File: config.mk
export PLATFORM = sky130hd
export DESIGN_NAME = nibble_serial_adder
export DESIGN_NICKNAME = d
export VERILOG_FILES = /design/src/rtl/nibble_serial_pkg.sv /design/src/rtl/four_bit_full_adder.sv /design/src/rtl/nibble_serial_adder.sv
export SDC_FILE = /design/constraint.sdc
export NUM_CORES = 1
export LEC_CHECK = 0
export CAP_MARGIN = 20
export CORE_UTILIZATION = 51
export DETAILED_ROUTE_END_ITERATION = 10
export PLACE_DENSITY = 0.76
export SLEW_MARGIN = 10
export SYNTH_ARGS = -nofsm -noshare
export SYNTH_HDL_FRONTEND = slang
export SYNTH_HIERARCHICAL = 1
export SYNTH_SLANG_ARGS = --single-unit
File: constraint.sdc
create_clock -name clk -period 4.2 [get_ports clk]
set_input_delay 0.84 -clock clk [delete_from_list [all_inputs] [get_ports clk]]
set_output_delay 0.84 -clock clk [all_outputs]
set_load 0.01 [all_outputs]
File: src/rtl/nibble_serial_pkg.sv
// Shared types and constants for the nibble-serial adder.
// Latency: n/a (package only).
// Backpressure: n/a (package only).
package nibble_serial_pkg;

  // Bits consumed per adder step.
  localparam int NIBBLE_W = 4;

  // Control FSM states of the serial adder.
  typedef enum logic [1:0] {
    IDLE,
    RUN,
    DONE
  } nsa_state_t;

endpackage

File: src/rtl/four_bit_full_adder.sv
// 4-bit ripple-carry adder with carry-out and two's-complement overflow.
// Latency: purely combinational, zero cycles.
// Backpressure: none; outputs follow inputs continuously.
module four_bit_full_adder (
  input  logic [3:0] a,
  input  logic [3:0] b,
  input  logic       cin,
  output logic [3:0] sum,
  output logic       cout,
  output logic       overflow
);

  logic [4:0] carry;

  // Ripple the carry through four single-bit full adders.
  always_comb begin
    carry    = '0;
    sum      = '0;
    carry[0] = cin;
    for (int i = 0; i < 4; i++) begin
      sum[i]       = a[i] ^ b[i] ^ carry[i];
      carry[i + 1] = (a[i] & b[i]) | (a[i] & carry[i]) | (b[i] & carry[i]);
    end
  end

  assign cout     = carry[4];
  // Signed overflow: carry into the sign bit differs from carry out of it.
  assign overflow = carry[3] ^ carry[4];

endmodule

File: src/rtl/nibble_serial_adder.sv
// WIDTH-bit adder that reuses one 4-bit adder, one nibble per clock, with start/done handshake.
// Latency: start accepted at edge k -> nibbles written at edges k+1..k+NIB, done in the following cycle.
// Backpressure: start is ignored while busy; a start during the done cycle is accepted back-to-back.
module nibble_serial_adder
  import nibble_serial_pkg::*;
#(
  parameter int WIDTH = 16
) (
  input  logic             clk,
  input  logic             rst,
  input  logic             start,
  input  logic [WIDTH-1:0] a,
  input  logic [WIDTH-1:0] b,
  input  logic             cin,
  output logic             busy,
  output logic             done,
  output logic [WIDTH-1:0] sum,
  output logic             cout,
  output logic             overflow
);

  localparam int NIB   = WIDTH / NIBBLE_W;
  localparam int IDX_W = (NIB > 1) ? $clog2(NIB) : 1;

  // Operand width must split evenly into nibbles.
  if ((WIDTH % NIBBLE_W) != 0 || WIDTH < NIBBLE_W) begin : g_bad_width
    $error("nibble_serial_adder: WIDTH must be a multiple of 4 and at least 4");
  end

  nsa_state_t state_q, state_d;

  logic [WIDTH-1:0]    a_q, b_q;
  logic [WIDTH-1:0]    sum_q;
  logic                carry_q;
  logic                cout_q, ovf_q;
  logic [IDX_W-1:0]    idx_q;

  logic [NIBBLE_W-1:0] a_nib, b_nib;
  logic [NIBBLE_W-1:0] fa_sum;
  logic                fa_cout, fa_ovf;
  logic                accept;
  logic                last_nib;

  // A new request is taken whenever we are not in the middle of a run.
  assign accept   = start && (state_q != RUN);
  assign last_nib = (idx_q == IDX_W'(NIB - 1));

  // Select the current nibble of each captured operand.
  always_comb begin
    a_nib = '0;
    b_nib = '0;
    for (int i = 0; i < NIB; i++) begin
      if (idx_q == IDX_W'(i)) begin
        a_nib = a_q[i*NIBBLE_W +: NIBBLE_W];
        b_nib = b_q[i*NIBBLE_W +: NIBBLE_W];
      end
    end
  end

  four_bit_full_adder u_fa4 (
    .a        (a_nib),
    .b        (b_nib),
    .cin      (carry_q),
    .sum      (fa_sum),
    .cout     (fa_cout),
    .overflow (fa_ovf)
  );

  // State register.
  always_ff @(posedge clk) begin
    if (rst) begin
      state_q <= IDLE;
    end else begin
      state_q <= state_d;
    end
  end

  // Next-state logic: run for NIB cycles, then a single done cycle.
  always_comb begin
    state_d = state_q;
    case (state_q)
      IDLE:    if (start)    state_d = RUN;
      RUN:     if (last_nib) state_d = DONE;
      DONE:    state_d = start ? RUN : IDLE;
      default: state_d = IDLE;
    endcase
  end

  // Operand capture, per-nibble sum write-back and carry chaining between nibbles.
  always_ff @(posedge clk) begin
    if (rst) begin
      a_q     <= '0;
      b_q     <= '0;
      sum_q   <= '0;
      carry_q <= 1'b0;
      cout_q  <= 1'b0;
      ovf_q   <= 1'b0;
      idx_q   <= '0;
    end else if (accept) begin
      a_q     <= a;
      b_q     <= b;
      carry_q <= cin;
      idx_q   <= '0;
    end else if (state_q == RUN) begin
      for (int i = 0; i < NIB; i++) begin
        if (idx_q == IDX_W'(i)) begin
          sum_q[i*NIBBLE_W +: NIBBLE_W] <= fa_sum;
        end
      end
      carry_q <= fa_cout;
      idx_q   <= idx_q + IDX_W'(1);
      // Flags come from the top nibble only; they hold their old value until then.
      if (last_nib) begin
        cout_q <= fa_cout;
        ovf_q  <= fa_ovf;
      end
    end
  end

  assign busy     = (state_q == RUN);
  assign done     = (state_q == DONE);
  assign sum      = sum_q;
  assign cout     = cout_q;
  assign overflow = ovf_q;

endmodule

==> flow_summary.toml <==
[timing]
tightest_slew_ns = 0.773
fin_crit_ns = 3.60
fmax_mhz = 278
slew_headroom_pct = 48.5
rsz0062_at_grt = "false"
fin_crit_sh_pct = 85.8
hold_viol = 0
setup_viol = 0
setup_tns_ns = 0
holdWs_ns = 0.458
skew_ns = 0.0141
drv_slew = 0

[run_status]
status = "finished clean"

[yosys]
ys.warnings.count = 6
synth_compound_area_share_pct = 5.45
synth_xor_area_share_pct = 0.621
yosysSeqAreaShare_pct = 39.0
synth_top_family_by_area = "simple AND/OR/NAND/NOR gates"
synth_nets = 352
ys_ff_latch = 55
synth_cell_type_count = 24
avgSynthCellArea_sq_um = 9.16
synthAdderAreaFrac_pct = 4.61
synth_area_sq_um = 2820
synthMuxAreaShare_pct = 14.9
syn_inst = 308
synthSimpleGateAreaFrac_pct = 28.6

[clock_network]
h-tree-depth = 2
cts_made_buffers = 5
cts_resized = 0
cts.sinks = 55
ctsHoldBuffers = 0
path_clk_slew_ns = 0.10
clock_latency_ns = 0.31
cts_tree = "yes"
post_cts_buffers = 0
cts.path.max_buffers = 2
root_buffer = "clkbuf_8"

[setup_path]
path_cells = "ha_1 > nor2_1 > a31oi_1 > inv_1 > fa_1 > inv_1 > fa_1 > fa_1 > inv_1 > fa_1 > xnor2_1 > nand3_1 > a21oi_1"
slowest_stage = "ha_1"
crit_type = "register to register"
cp-start-kind = "register"
reg2reg_slack_ns = 0.60
crit_top_cell = "fa_1"
reg2reg_to = "overflow"
worstPathArrival_ns = 3.85
reg2regPathDepth = 13
timing.rr.start = "idx_q[0]"
end_kind = "register"
required_ns = 4.44
max_stage_delay_ns = 0.69
cp_max_fo = 17

[floorplan]
die_width_microns = 76.4
num_rows = 26
die_h_microns = 76.4
ios = 56
core_area_sq_um = 5200
initial_core_util_pct = 54.2
dieArea_sq_um = 5840

[min_path]
hold_depth = 2
whs_endpoint = "sum[14]"
hp-class = "register to register"
holdCritStartpoint = "sum[14]"

[drt]
ant_nets = 0
first_pass_iters = 5
via_per_inst = 5.03
route.final.wire_length_microns = 5430
vias = 2119
drt-initial-drc-count = 106
wl_per_cell_microns = 12.9
drc_errors = 0

[power_and_ir_drop]
seqPwrFrac_pct = 48.9
netSwitchingPower_mw = 0.273
pwr-share-comb_pct = 16.1
p_int_mw = 0.883
ir_worst_vdd_uv = 201
clkPwrFrac_pct = 35.0
leakage_nw = 1.26
switching_share_pct = 23.6
power_density_nw_per_um2 = 333

[cells_and_area]
final_cell_area_sq_um = 3470
multi_input_area_sq_um = 1530
fill_cells = 445
ff_latch_area_sq_um = 1100
num_antenna_cells = 0
drive_gt1_share_pct = 3.70
finalNetCount = 394
stdcell_count = 421
syn2layout_area_growth_pct = 22.9
finish.utilization_pct = 66.7

[global_route]
grtUsageTotal_pct = 19.7
grt_pass1_vias = 1980
antenna_found_initial = 0
grt_max_degree = 88
grt_pass1_wl_microns = 9260
grt_remaining_overflow = 0

[placed_design]
port_buffers = 55
place.gp.congestion = 0.779
hpwl_microns = 3770
place_area_sq_um = 3320
place_inst = 412

[run]
drv_cap = 0
-- sequential cells by signal, summed over array words and instances (netlist names) --
register / cells
b_q: 16
sum: 16
state_q: 2
cout: 1
carry_q: 1
overflow: 1
idx_q: 2
a_q: 16
-- final cells by class --
class | instances | area share [%]
multi-input combinational | 218 | 44.1
tap | 70 | 2.52
inverter | 14 | 1.51
clock buffer | 6 | 2.09
clock inverter | 2 | 1.73
timing repair buffer | 56 | 16.3
sequential | 55 | 31.7
-- cell families after synthesis --
logic type | after synthesis
AOI/OAI and AO/OA | 28
xor gates and xnor gates | 2
adders and majority gates | 8
buffers and inverters | 35
DFF | 55
muxes | 42
and+or+nand+nor | 138
-- metrics by stage --
stage	power, mW	setup slack [ns]
after floorplan	0.698	1.06
after global placement	0.758	0.814
after detailed placement	0.762	0.660
after CTS	1.16	0.616
after global routing	1.21	0.313
final	1.16	0.597
-- worst max-delay path, delay by kind of cell (launching register included) --
kind	cells	cell delay, ns
AOI/OAI and AO/OA	2	0.39
and+or+nand+nor	2	0.38
adders and majority gates	5	1.95
buffers and inverters	3	0.24
DFF	1	0.41
xor gates and xnor gates	1	0.17
-- routing by layer --
metal	GRT usage (%)	up-vias	routed length, microns
met5	0	-	0
met1	25.3	969	2480
met4	4.42	0	50
met2	33.4	54	2640
li1	-	1090	-
met3	4.55	6	263
-- synth_stat cells, drive strengths merged --
| cell | count | area (sq um) |
|---|---|---|
| a21oi | 19 | 95.1 |
| a221oi | 1 | 8.76 |
| a31oi | 8 | 50.1 |
| and2b | 1 | 7.51 |
| buf | 13 | 109 |
| clkbuf | 8 | 30.0 |
| dfxtp | 55 | 1100 |
| fa | 4 | 80.1 |
| ha | 4 | 50.1 |
| inv | 14 | 52.6 |
| mux2i | 42 | 420 |
| nand2 | 27 | 101 |
| nand2b | 72 | 450 |
| nand3 | 18 | 90.1 |
| nand3b | 12 | 90.1 |
| nor2 | 5 | 35.0 |
| nor2b | 1 | 13.8 |
| nor3 | 2 | 20.0 |
| xnor2 | 2 | 17.5 |
-- placed cells by master, fill, tap and decap left out --
cell / Yosys / final
xnor2_1: 2 / 2
dfxtp_1: 55 / 55
clkdlybuf4s50_1: 0 / 54
buf_2: 6 / 1
bufinv_16: 0 / 2
a31oi_1: 8 / 8
nand3_1: 18 / 18
and2b_1: 1 / 1
clkbuf_1: 8 / 1
mux2i_1: 42 / 42
clkbuf_8: 0 / 5
nor2b_4: 1 / 1
a21oi_1: 19 / 19
a221oi_1: 1 / 1
nor2_1: 4 / 4
nand2b_1: 72 / 72
fa_1: 4 / 4
inv_1: 14 / 14
nand3b_1: 12 / 12
buf_12: 0 / 1
nor3_2: 2 / 2
ha_1: 4 / 4
nand2_1: 27 / 27
nor2_8: 1 / 1
-- power groups by stage --
| stage | registers (mW) | logic [mW] | clock network [mW] |
|---|---|---|---|
| 2_1_floorplan | 0.573 | 0.125 | 0 |
| 3_3_place_gp | 0.577 | 0.182 | 0 |
| 3_5_place_dp | 0.577 | 0.185 | 0 |
| 4_1_cts | 0.565 | 0.186 | 0.413 |
| 5_1_grt | 0.569 | 0.204 | 0.440 |
| 6_report | 0.565 | 0.186 | 0.405 |
-- worst max-delay path by stage --
stage,startpoint,to,slack (ns)
after global placement,idx_q[0],sum[15],0.81
after CTS,idx_q[0],sum[15],0.62
after floorplan,idx_q[0],sum[7],1.06
after global routing,idx_q[0],carry_q,0.31
final,idx_q[0],overflow,0.60
after detailed placement,idx_q[0],sum[15],0.66
Note: power is estimated with default switching activity, not from simulation.
